===== src/rtl/debug_run_control.sv =====
`default_nettype none
// ============================================================================
// Module   : debug_run_control
// Brief    : Halt/drain/resume/step sequencer between the debug module and fetch.
// Revision : 1.0
// ============================================================================
module debug_run_control #(
  parameter int MAX_INFLIGHT  = 3,
  parameter int DRAIN_TIMEOUT = 64
) (
  input  logic        clk,
  input  logic        rst_n,
  input  logic        dbg_haltreq,
  input  logic        dbg_resumereq,
  input  logic        dbg_step_en,
  input  logic        issue_valid,
  input  logic        retire_valid,
  input  logic [31:0] retire_next_pc,
  input  logic [1:0]  kill_cnt,
  input  logic        ebreak_retire,
  input  logic [31:0] ebreak_pc,
  input  logic [31:0] fetch_pc,
  output logic        fetch_hold,
  output logic        flush_req,
  output logic        pc_load,
  output logic [31:0] pc_load_val,
  output logic        halted,
  output logic        running,
  output logic        resumeack,
  output logic [31:0] dpc,
  output logic [2:0]  dcause,
  output logic        drain_err
);

  localparam int c_cnt_w = $clog2(MAX_INFLIGHT + 1);
  localparam int c_sum_w = c_cnt_w + 3;
  localparam int c_tmo_w = $clog2(DRAIN_TIMEOUT + 1);

  localparam logic [2:0] c_st_run    = 3'd0;
  localparam logic [2:0] c_st_drain  = 3'd1;
  localparam logic [2:0] c_st_halted = 3'd2;
  localparam logic [2:0] c_st_resume = 3'd3;
  localparam logic [2:0] c_st_step   = 3'd4;

  localparam logic [2:0] c_cause_ebreak  = 3'd1;
  localparam logic [2:0] c_cause_haltreq = 3'd3;
  localparam logic [2:0] c_cause_step    = 3'd4;

  logic [2:0]         r_state;
  logic [2:0]         w_next_state;
  logic [c_cnt_w-1:0] r_inflight;
  logic [c_cnt_w-1:0] w_inflight_next;
  logic [c_sum_w-1:0] w_sum;
  logic               w_cnt_err;
  logic [c_tmo_w-1:0] r_timeout;
  logic [31:0]        r_dpc;
  logic [2:0]         r_dcause;
  logic               r_drain_err;
  logic               r_ebreak_drain;
  logic               r_step_pending;
  logic               r_halted;
  logic               r_running;
  logic               w_retire;
  logic               w_drain_done;
  logic               w_timeout_hit;
  logic               w_timeout_force;

  assign w_retire = retire_valid | ebreak_retire;

  // Sign bit of the widened sum flags underflow; magnitude beyond MAX flags overflow.
  assign w_sum = c_sum_w'(r_inflight) + c_sum_w'(issue_valid)
               - c_sum_w'(w_retire) - c_sum_w'(kill_cnt);

  always_comb begin
    w_inflight_next = w_sum[c_cnt_w-1:0];
    w_cnt_err       = 1'b0;
    if (w_sum[c_sum_w-1]) begin
      w_inflight_next = '0;
      w_cnt_err       = 1'b1;
    end else if (w_sum > c_sum_w'(MAX_INFLIGHT)) begin
      w_inflight_next = c_cnt_w'(MAX_INFLIGHT);
      w_cnt_err       = 1'b1;
    end
  end

  assign w_drain_done    = (r_inflight == '0) && !w_retire && (kill_cnt == 2'd0) && !issue_valid;
  assign w_timeout_hit   = (r_timeout == c_tmo_w'(DRAIN_TIMEOUT - 1));
  assign w_timeout_force = (r_state == c_st_drain) && w_timeout_hit && !w_drain_done;

  always_ff @(posedge clk or negedge rst_n) begin
    if (!rst_n) begin
      r_state <= c_st_run;
    end else begin
      r_state <= w_next_state;
    end
  end

  always_comb begin
    w_next_state = r_state;
    case (r_state)
      c_st_run:    if (ebreak_retire || dbg_haltreq) w_next_state = c_st_drain;
      c_st_drain:  if (w_drain_done || w_timeout_hit) w_next_state = c_st_halted;
      c_st_halted: if (dbg_resumereq) w_next_state = c_st_resume;
      c_st_resume: w_next_state = r_step_pending ? c_st_step : c_st_run;
      c_st_step:   if (ebreak_retire || issue_valid) w_next_state = c_st_drain;
      default:     w_next_state = c_st_run;
    endcase
  end

  always_comb begin
    fetch_hold = 1'b0;
    flush_req  = 1'b0;
    pc_load    = 1'b0;
    resumeack  = 1'b0;
    case (r_state)
      c_st_run:    flush_req = ebreak_retire;
      c_st_drain:  fetch_hold = 1'b1;
      c_st_halted: fetch_hold = 1'b1;
      c_st_resume: begin
        fetch_hold = 1'b1;
        pc_load    = 1'b1;
        resumeack  = 1'b1;
      end
      c_st_step:   flush_req = ebreak_retire;
      default:     fetch_hold = 1'b0;
    endcase
  end

  always_ff @(posedge clk or negedge rst_n) begin
    if (!rst_n) begin
      r_inflight     <= '0;
      r_timeout      <= '0;
      r_dpc          <= '0;
      r_dcause       <= '0;
      r_drain_err    <= 1'b0;
      r_ebreak_drain <= 1'b0;
      r_step_pending <= 1'b0;
      r_halted       <= 1'b0;
      r_running      <= 1'b1;
    end else begin
      r_halted  <= (w_next_state == c_st_halted);
      r_running <= (w_next_state != c_st_halted);
      r_inflight <= w_timeout_force ? '0 : w_inflight_next;
      if (w_cnt_err || w_timeout_force) begin
        r_drain_err <= 1'b1;
      end
      r_timeout <= (r_state == c_st_drain) ? r_timeout + c_tmo_w'(1) : '0;

      case (r_state)
        c_st_run: begin
          if (ebreak_retire) begin
            r_dpc          <= ebreak_pc;
            r_dcause       <= c_cause_ebreak;
            r_ebreak_drain <= 1'b1;
          end else if (dbg_haltreq) begin
            r_dpc          <= fetch_pc;
            r_dcause       <= c_cause_haltreq;
            r_ebreak_drain <= 1'b0;
          end
        end
        // An ebreak-initiated drain must keep the ebreak PC as dpc.
        c_st_drain: begin
          if (retire_valid && !r_ebreak_drain) begin
            r_dpc <= retire_next_pc;
          end
        end
        c_st_halted: begin
          if (dbg_resumereq) begin
            r_step_pending <= dbg_step_en;
          end
        end
        c_st_step: begin
          if (ebreak_retire) begin
            r_dpc          <= ebreak_pc;
            r_dcause       <= c_cause_ebreak;
            r_ebreak_drain <= 1'b1;
          end else if (issue_valid) begin
            r_dcause       <= c_cause_step;
            r_ebreak_drain <= 1'b0;
          end
        end
        default: begin
          r_ebreak_drain <= r_ebreak_drain;
        end
      endcase
    end
  end

  assign halted      = r_halted;
  assign running     = r_running;
  assign dpc         = r_dpc;
  assign dcause      = r_dcause;
  assign drain_err   = r_drain_err;
  assign pc_load_val = r_dpc;

endmodule
`default_nettype wire

===== config.mk =====
export PLATFORM = sky130hd
export DESIGN_NAME = debug_run_control
export DESIGN_NICKNAME = d
export VERILOG_FILES = /design/src/rtl/debug_run_control.sv
export SDC_FILE = /design/constraint.sdc
export NUM_CORES = 1
export LEC_CHECK = 0
export CAP_MARGIN = 20
export CORE_UTILIZATION = 30
export CTS_CLUSTER_SIZE = 10
export DETAILED_ROUTE_END_ITERATION = 6
export PLACE_DENSITY_LB_ADDON = 0.15
export SYNTH_ARGS = -nofsm -noshare
export SYNTH_HDL_FRONTEND = slang
export SYNTH_SLANG_ARGS = --single-unit
export TNS_END_PERCENT = 30

===== constraint.sdc =====
create_clock -name clk -period 3.7 [get_ports clk]
set_input_delay 0.74 -clock clk [delete_from_list [all_inputs] [get_ports clk]]
set_output_delay 0.74 -clock clk [all_outputs]
set_load 0.05 [all_outputs]

-- After elaboration in Yosys (flattened, before gate mapping)
Index checks and enable logic that the tools add are counted.
- register bits: 52
- word-level logic and storage cells: 81
- $add $sub $neg: 4
- $lt $le $gt $ge: 1
- equality and inequality tests: 11
- mux-type cells: 30
- bitwise logic cells: 1
- reductions and logical operators: 24
- operator list (cell ; number):
    $mux W32 ; 4
    $pmux W32 S3 ; 1
    $mux W3 ; 9
    $pmux W3 S5 ; 1
    $eq A3 B2 Y1 const B ; 3
    $mux W1 ; 9
    $add A7 B1 Y7 const B ; 1
    $eq A7 B6 Y1 const B ; 1
    $mux W7 ; 1
    $logic_and A1 B1 Y1 ; 6
    $mux W2 ; 3
    $ne A3 B3 Y1 const B ; 2
    $pmux W3 S2 ; 1
    $gt A5 B2 Y1 const B ; 1
    $sub A4 B3 Y5 ; 1
    $logic_not A1 Y1 ; 4
    $logic_not A2 Y1 ; 2
    $logic_or A1 B1 Y1 ; 4
    $reduce_and A4 Y1 ; 1
    $sub A3 B1 Y4 ; 1
    $add A2 B1 Y3 ; 1
    $eq A3 B1 Y1 const B ; 1
    $eq A3 B3 Y1 const B ; 1
    $logic_not A3 Y1 ; 1
    other kinds (11) ; 11

-- Logic depth before layout (Yosys ltp)
Gate-level depths: netlist (run 1).
- word-level depth: 9
- gate-level depth with buffers: 11
- mapped depth without buffers: 10

-- Least setup slack after synthesis (run 1)
Ideal clock, no wire load.
- path kind: input to register
- start point: in ebreak_retire
- end point: reg r_drain_err, in the netlist drain_err
- library setup time: 0.132 ns
- arrival time: 3.344 ns
- setup slack: 0.224 ns
- stages: 11
- path buffers: 1
- cell sequence: clkbuf_1 or2_2 ha_1 inv_1 ha_1 fa_1 inv_1 fa_1 a22oi_1 o221ai_1 or3b_1
- longest elaborated chain between the ends: 8
- elaborated cells between the ends (all ways): 13
- RTL lines (what ; line ; source):
    start: declaration ; 20 ; input logic ebreak_retire,
    $or A1 B1 Y1 * ; 68 ; assign w_retire = retire_valid | ebreak_retire;
    parallel branches: the longest is 6 deep, another holds $sub A4 B3 Y5 ; -- ;
    $logic_or A1 B1 Y1 * ; 144 ; if (w_cnt_err || w_timeout_force) begin
    end signal: assignment ; 135 ; r_drain_err <= 1'b0;
    end signal: assignment ; 145 ; r_drain_err <= 1'b1;
    end: declaration ; 58 ; logic r_drain_err;
Mark *: on every way between the ends.
A chain may end at the register's enable or synchronous reset.

-- Final worst setup path (run 1)
Same ends and word-level chain as after synthesis.

==> results of run 1 <==
[layout make-up]
class / instances / area (um^2)
clock inverters: 3 / 23.8
fillers: 1185 / 6420
inverters: 41 / 154
multi-input cells: 239 / 1860
well taps: 147 / 184
flip-flops and latches: 52 / 1300
clock buffers: 5 / 125
repair buffers: 192 / 1890
[through the flow]
stage,setup TNS [ns],setup WS (ns),cells
6_report,0,0.155,679
2_1_floorplan,0,0.224,394
3_3_place_gp,-0.139,-0.139,671
4_1_cts,0,0.0703,679
5_1_grt,0,0.0195,679
3_5_place_dp,-0.260,-0.260,671
[cell families after synthesis]
family                     after synthesis  synth area share, %
and+or+nand+nor                         93                 13.4
muxes                                   32                 9.79
AOI/OAI and AO/OA                      100                 22.3
adders and majority gates                8                 3.13
xor gates and xnor gates                 6                 1.43
buffers and inverters                  103                 14.6
DFF                                     52                 35.4
[critical path: cells and delay by family]
family                   cells  cell delay (ns)
adder cells (fa/ha/maj)      4             1.47
AND/OR/NAND/NOR              2             0.67
buffers and inverters        3             0.54
AO/OA/AOI/OAI                2             0.31
[timing repair]
action / 4_1_cts / 5_1_grt
endpoints found under the hold margin: 0 / 0
endpoints found under the setup margin: 0 / 1
gates resized for setup: 0 / 2
[state kept, by name (all words and copies together), names as in the netlist]
register        count
r_ebreak_drain      1
r_inflight          2
running             1
r_state             3
halted              1
drain_err           1
dpc                32
dcause              3
r_timeout           7
r_step_pending      1
[power breakdown]
| part | switching, mW | internal, mW |
|---|---|---|
| Clock | 0.222 | 0.252 |
| Combinational | 2.12 | 1.32 |
| Sequential | 0.227 | 0.827 |
[cells in the mapped netlist (3+ instances only)]
| cell | instances | area share (%) |
|---|---|---|
| dfrtp_1 | 51 | 35 |
| inv_1 | 41 | 4.2 |
| buf_4 | 37 | 7.5 |
| nor2_1 | 34 | 3.5 |
| mux2_2 | 32 | 9.8 |
| nand2b_1 | 26 | 4.4 |
| a311o_1 | 25 | 6.8 |
| o32ai_1 | 25 | 6.0 |
| clkbuf_1 | 16 | 1.6 |
| o21ai_0 | 13 | 1.8 |
| buf_2 | 9 | 1.2 |
| nand2_1 | 9 | 0.92 |
| a21oi_1 | 8 | 1.1 |
| a32oi_1 | 8 | 1.9 |
| ha_1 | 6 | 2.0 |
| nor2b_1 | 4 | 0.68 |
| xnor2_1 | 4 | 0.95 |
| or2_2 | 3 | 0.51 |
[layer usage]
metal  share of wire (%)  GRT usage (%)
met5                   0              0
met4                0.70           3.64
met3                 6.4           3.59
met2                  49           31.5
met1                  44           23.8
[worst paths after layout]
path | end | depth (start not counted) | slack (ns) | startpoint
max | drain_err$_DFFE_PN0P_ | 11 | 0.15 | ebreak_retire
min | dpc[16]$_DFFE_PN0P_ | 1 | 0.43 | rst_n
max reg2reg | drain_err$_DFFE_PN0P_ | 10 | 0.86 | r_inflight[0]$_DFF_PN0_
min reg2reg | r_timeout[0]$_DFF_PN0_ | 1 | 0.46 | r_timeout[0]$_DFF_PN0_
max in group asynchronous | running$_DFF_PN1_ | 2 | 2.44 | rst_n
min in group clk | r_timeout[0]$_DFF_PN0_ | 1 | 0.46 | r_timeout[0]$_DFF_PN0_
==> results.toml, run 1 <==
[placed_design]
dpl-instance-area_mm2 = 0.00538
post-dp-hpwl_um = 8250
place.gp.congestion = 0.749
io_buffer_count = 179

[drt]
drc = 0
via_per_inst = 5.23
drtPass1Iterations = 4
routed_wl_um = 11600
ant_nets = 0
via_count = 3548
drt_iter0_markers = 178
wl_per_cell_um = 17.1

[logic_synthesis]
synth_nets = 508
synth-edff-count = 0
synth-seq-cells = 52
synth_seq_area_share_pct = 35.4
syn-cell-area_mm2 = 0.00368
yosys_most_used_dff = "dfrtp_1"
syn_inst = 394
synth-async-reset-ratio_pct = 100
syn_area_per_cell_um2 = 9.34
yosysWarnings = 0
ys_types = 51

[power]
p_leak_nw = 2.24
ir_worst_vdd_mv = 0.573
power.total_mw = 4.97
power_per_cell_area_mw_per_mm2 = 897

[die]
ioPinCount = 180
initial_core_util_pct = 30.8
design.core.area_mm2 = 0.0120
die-height_um = 113
std_cell_rows = 40
die_x_um = 113
die_area_mm2 = 0.0127

[cts]
path_clk_slew_ns = 0.08
clock_tree.root_cell = "clkbuf_16"
cts_setup_buffers = 0
cts_hold_buf = 0
h-tree-depth = 2
clk_latency_ns = 0.30
clock-sinks = 52
cts_buffers = 5
cts_buffer_depth = 2
cts_tree = "done"

[global_routing]
antenna_found_initial = 0
grt_usage_pct = 18.3
grt_pass1_vias = 3553
grt_max_degree = 35
grt_remaining_overflow = 0
grt_pass1_wl_um = 18200

[finish]
fin_util_pct = 46.3
nNetsFinal = 645
mostFrequentLayoutCells = "177 x clkdlybuf4s50_1, 51 x dfrtp_1, 41 x inv_1"
layout_commonest_cell = "clkdlybuf4s50_1"
area_growth_pct = 50.6
fin_area_mm2 = 0.00554
drive_above_1_share_pct = 12.8
n_antenna_cell = 0

[timing]
drv_slew = 0
skew_ns = 0.00914
final.period_utilization_pct = 95.8
clock.fmax_mhz = 282
maxSlewHeadroom_pct = 56.2
setup_viol = 0
rsz0062_at_grt = "no"
tightest_slew_ns = 0.654
hold_ws_ns = 0.428
finalHoldViolations = 0
finalCriticalPeriod_ns = 3.55

[job]
maxCapViolations = 0

[outcome]
status = "finished, final reports clean"

[worst_setup_path]
crit_arrival_ns = 3.73
critPathSlowestCell = "fa_1"
crit_fanout = 3
crit_chain = "clkdlybuf4s50_1 > or2_2 > ha_1 > inv_1 > ha_1 > fa_1 > inv_1 > fa_1 > a22oi_2 > o221ai_2 > or3b_1"
cp-start-kind = "primary input"
cp-end-kind = "flop"
crit_type = "primary input to flop"
required_ns = 3.88
crit_path_max_incr_delay_ns = 0.54

[worst_hold_path]
hold_path_class = "primary input to asynchronous set/reset pin"
(Power assumes the default switching activity.)
==> run 2, diff against run 1 <==
--- a/config.mk
+++ b/config.mk
@@ -6,11 +6,12 @@
 export NUM_CORES = 1
 export LEC_CHECK = 0
 export CAP_MARGIN = 20
+export CORE_MARGIN = 2
 export CORE_UTILIZATION = 30
 export CTS_CLUSTER_SIZE = 10
 export DETAILED_ROUTE_END_ITERATION = 6
+export HOLD_SLACK_MARGIN = 0.08
 export PLACE_DENSITY_LB_ADDON = 0.15
 export SYNTH_ARGS = -nofsm -noshare
 export SYNTH_HDL_FRONTEND = slang
 export SYNTH_SLANG_ARGS = --single-unit
-export TNS_END_PERCENT = 30
==> results.toml, run 2 (synthesized netlist as in run 1, its figures left out) <==
[finish]
drive_above_1_share_pct = 12.8
largest_reg_flops = 32
n_antenna_cell = 0
area_growth_pct = 50.8
seqCellArea_mm2 = 0.00130
layout_commonest_cell = "clkdlybuf4s50_1"
fin_util_pct = 46.2
multi_input_comb_area_mm2 = 0.00186
mostFrequentLayoutCells = "177 x clkdlybuf4s50_1, 51 x dfrtp_1, 41 x inv_1"
n_fill_cell = 1179
nNetsFinal = 646

[die]
ioPinCount = 180
die-height_um = 115
std_cell_rows = 40
die_area_mm2 = 0.0132
design.core.area_mm2 = 0.0120
initial_core_util_pct = 30.6
die_x_um = 115

[global_routing]
grt_remaining_overflow = 0
antenna_found_initial = 0
grt_pass1_wl_um = 18600
grt_usage_pct = 17.9
grt_max_degree = 35
grt_pass1_vias = 3515

[drt]
via_count = 3541
drtPass1Iterations = 4
wl_per_cell_um = 17.5
via_per_inst = 5.21
drc = 0
ant_nets = 0
routed_wl_um = 11900
drt_iter0_markers = 211

[cts]
cts_buffers = 5
cts_setup_buffers = 0
path_clk_slew_ns = 0.07
cts_hold_buf = 0
cts_tree = "done"
clock-sinks = 52
cts_resized = 0
cts_buffer_depth = 2
clock_tree.root_cell = "clkbuf_16"
clk_latency_ns = 0.29
h-tree-depth = 2

[timing]
finalCriticalPeriod_ns = 3.50
maxSlewHeadroom_pct = 46.6
skew_ns = 0.00570
setup_viol = 0
rsz0062_at_grt = "no"
tightest_slew_ns = 0.800
drv_slew = 0
finalHoldViolations = 0
fin_ws_ns = 0.204
hold_ws_ns = 0.457
final.period_utilization_pct = 94.5
clock.fmax_mhz = 286

[worst_setup_path]
crit_type = "primary input to flop"
required_ns = 3.87
cp-end-kind = "flop"
crit_arrival_ns = 3.67
crit_fanout = 3
cp-start-kind = "primary input"

[placed_design]
place_ws_ns = -0.283
io_buffer_count = 179
place.gp.congestion = 0.769
post-dp-hpwl_um = 8620

[power]
power_per_cell_area_mw_per_mm2 = 902
p_comb_share_pct = 69.4
p_leak_nw = 2.25
clkPwrFrac_pct = 9.5
ir_worst_vdd_mv = 0.446
internal_power_mw = 2.43
power.total_mw = 5.00
switching_share_pct = 51.5
p_sw_mw = 2.58
seq_power_share_pct = 21.1

[job]
maxCapViolations = 0

[worst_hold_path]
hold_path_class = "primary input to asynchronous set/reset pin"

[outcome]
status = "finished, final reports clean"
run 2: power by group through the flow:
stage               clock network (mW)  logic (mW)  registers [mW]
detailed placement                   0        3.47            1.07
finish                           0.475        3.47            1.06
global route                     0.524        3.68            1.10
floorplan                            0        1.95            1.69
CTS                              0.494        3.48            1.07
global placement                     0        3.43            1.06
run 2: worst max-delay path, stage by stage:
cell             delay [ns]
clkdlybuf4s50_1        0.45
or2_2                  0.33
ha_1                   0.28
inv_1                  0.04
ha_1                   0.21
fa_1                   0.55
inv_1                  0.07
fa_2                   0.38
a22oi_2                0.15
o221ai_2               0.13
or3b_1                 0.35
run 2: layer usage:
metal  track usage (%)  vias to the layer above  share of wire [%]
met4              3.37                        0               0.71
met1              23.4                     1713                 43
met3              3.74                        6                7.5
met2              30.8                      155                 48
li1                  -                     1667                  -
met5                 0                        -                  0
run 2: cell type report:
type                    instances  area share, %
repair buffers                193           34.3
multi-input cells             239           33.5
flip-flops and latches         52           23.5
well taps                     147           3.31
inverters                      41           2.77
clock buffers                   8           2.64
run 2: path summary, 6_finish.rpt:
| kind | start | endpoint | slack [ns] | cells past startpoint |
|---|---|---|---|---|
| max | ebreak_retire | drain_err$_DFFE_PN0P_ | 0.20 | 11 |
| min | rst_n | dpc[12]$_DFFE_PN0P_ | 0.46 | 1 |
| max reg2reg | r_inflight[0]$_DFF_PN0_ | drain_err$_DFFE_PN0P_ | 0.94 | 10 |
| min reg2reg | r_timeout[0]$_DFF_PN0_ | r_timeout[0]$_DFF_PN0_ | 0.46 | 1 |
| max in group asynchronous | rst_n | running$_DFF_PN1_ | 2.40 | 2 |
| min in group clk | r_timeout[0]$_DFF_PN0_ | r_timeout[0]$_DFF_PN0_ | 0.46 | 1 |
run 2: metrics by stage:
stage               std cells  cell area, um^2  setup TNS, ns
floorplan                 394             3680              0
global placement          672             5390         -0.139
detailed placement        672             5390         -0.292
CTS                       680             5540              0
global route              680             5550              0
finish                    680             5550              0
==> run 3, diff against run 2 <==
--- a/config.mk
+++ b/config.mk
@@ -8,10 +8,12 @@
 export CAP_MARGIN = 20
 export CORE_MARGIN = 2
 export CORE_UTILIZATION = 30
+export CTS_CLUSTER_DIAMETER = 120
 export CTS_CLUSTER_SIZE = 10
 export DETAILED_ROUTE_END_ITERATION = 6
 export HOLD_SLACK_MARGIN = 0.08
 export PLACE_DENSITY_LB_ADDON = 0.15
+export SKIP_LAST_GASP = 1
 export SYNTH_ARGS = -nofsm -noshare
 export SYNTH_HDL_FRONTEND = slang
 export SYNTH_SLANG_ARGS = --single-unit
==> constraint.sdc (replaced) <==
create_clock -name clk -period 3.81 [get_ports clk]
set_input_delay 0.762 -clock clk [delete_from_list [all_inputs] [get_ports clk]]
set_output_delay 0.762 -clock clk [all_outputs]
set_load 0.05 [all_outputs]
==> results.toml, run 3 (synthesized netlist as in run 1, its figures left out) <==
[global_routing]
grt_remaining_overflow = 0
grt_pass1_vias = 3547
grt_pass1_wl_um = 18500
antenna_found_initial = 0
grt_max_degree = 35
grt_usage_pct = 17.6

[timing]
finalCriticalPeriod_ns = 3.68
drv_slew = 0
rsz0062_at_grt = "no"
final.period_utilization_pct = 96.6
setup_viol = 0
fin_ws_ns = 0.128
finalSetupTns_ns = 0
finalHoldViolations = 0
maxSlewHeadroom_pct = 46.0
skew_ns = 0.00674
tightest_slew_ns = 0.810
clock.fmax_mhz = 272
hold_ws_ns = 0.453

[finish]
fin_util_pct = 46.1
largest_reg_flops = 32
seqCellArea_mm2 = 0.00130
n_fill_cell = 1199
layout_commonest_cell = "clkdlybuf4s50_1"
drive_above_1_share_pct = 12.1
nNetsFinal = 643
mostFrequentLayoutCells = "177 x clkdlybuf4s50_1, 51 x dfrtp_1, 41 x inv_1"
n_antenna_cell = 0
area_growth_pct = 50.6
multi_input_comb_area_mm2 = 0.00185

[die]
die-height_um = 115
std_cell_rows = 40
ioPinCount = 180
design.core.area_mm2 = 0.0120
die_area_mm2 = 0.0132
initial_core_util_pct = 30.6
die_x_um = 115

[placed_design]
place_ws_ns = -0.233
post-dp-hpwl_um = 8780
place.gp.congestion = 0.793
io_buffer_count = 179

[worst_setup_path]
critPathSlowestCell = "fa_1"
crit_family = "adder cells"
cp-end-kind = "flop"
crit_fanout = 3
critPathBufInv = 3
crit_type = "primary input to flop"
cp-start-kind = "primary input"
crit_cells = 11
reg2reg_slack_ns = 0.89
crit_chain = "clkdlybuf4s50_1 > or2_2 > ha_1 > inv_1 > ha_1 > fa_1 > inv_1 > fa_1 > a22oi_1 > o221ai_2 > or3b_1"
r2r_start = "r_inflight[0]$_DFF_PN0_"
rr_worst_depth = 10
required_ns = 3.98
crit_path_max_incr_delay_ns = 0.54
rr_endpoint = "drain_err$_DFFE_PN0P_"
crit_arrival_ns = 3.85

[drt]
via_count = 3502
drtPass1Iterations = 4
drc = 0
wl_per_cell_um = 17.9
routed_wl_um = 12100
via_per_inst = 5.17
ant_nets = 0
drt_iter0_markers = 156

[power]
ir_worst_vdd_mv = 0.456
p_leak_nw = 2.24
power_per_cell_area_mw_per_mm2 = 881

[cts]
clock-sinks = 52
cts_buffer_depth = 2
h-tree-depth = 2
path_clk_slew_ns = 0.07
clk_latency_ns = 0.29
cts_tree = "done"
clock_tree.root_cell = "clkbuf_16"
cts_buffers = 5

[job]
maxCapViolations = 0

[worst_hold_path]
hold_path_class = "primary input to asynchronous set/reset pin"

[outcome]
status = "finished, final reports clean"
==> run 3: per-layer routing <==
metal  track usage [%]  part of all wire (%)
met1              22.8                    44
met2              31.2                    49
met3              3.27                   6.4
met4              3.13                  0.58
met5                 0                     0
==> run 3: stage by stage <==
stage,power [mW],instances,cell area [um^2]
after floorplan,3.53,394,3680
final,4.88,677,5540
after CTS,4.94,677,5540
after global placement,4.38,669,5380
after detailed placement,4.44,669,5380
after global routing,5.15,677,5540
==> run 3: worst max-delay path by stage <==
stage / from / endpoint / slack [ns]
floorplan: ebreak_retire / drain_err$_DFFE_PN0P_ / 0.31
global placement: ebreak_retire / drain_err$_DFFE_PN0P_ / -0.04
detailed placement: ebreak_retire / drain_err$_DFFE_PN0P_ / -0.23
CTS: ebreak_retire / drain_err$_DFFE_PN0P_ / 0.09
global route: ebreak_retire / drain_err$_DFFE_PN0P_ / 0.03
finish: ebreak_retire / drain_err$_DFFE_PN0P_ / 0.13
==> run 3: worst register-to-register path, cell delays in order (launching register included) <==
cell and delay [ns]:
dfrtp_1 0.39, inv_1 0.09, ha_1 0.27, inv_1 0.04
ha_1 0.21, fa_1 0.54, inv_1 0.06, fa_1 0.43
a22oi_1 0.23, o221ai_2 0.17, or3b_1 0.36
==> run 3: repair_timing <==
action | CTS | global route
hold buffers | 0 | 0
buffers inserted | 0 | 0
gates resized for setup | 0 | 1
setup endpoints to repair | 0 | 1
==> run 3: final cells by class <==
cell class | instances | area share (%)
Timing Repair Buffer | 190 | 34.1
Multi-Input combinational cell | 239 | 33.5
Sequential cell | 52 | 23.5
Tap cell | 147 | 3.32
Inverter | 41 | 2.78
Clock buffer | 8 | 2.82
==> run 3: power breakdown <==
part	switching [mW]	leakage, nW	internal (mW)
clock network	0.200	0.0772	0.280
logic	2.08	1.54	1.30
registers	0.225	0.620	0.803
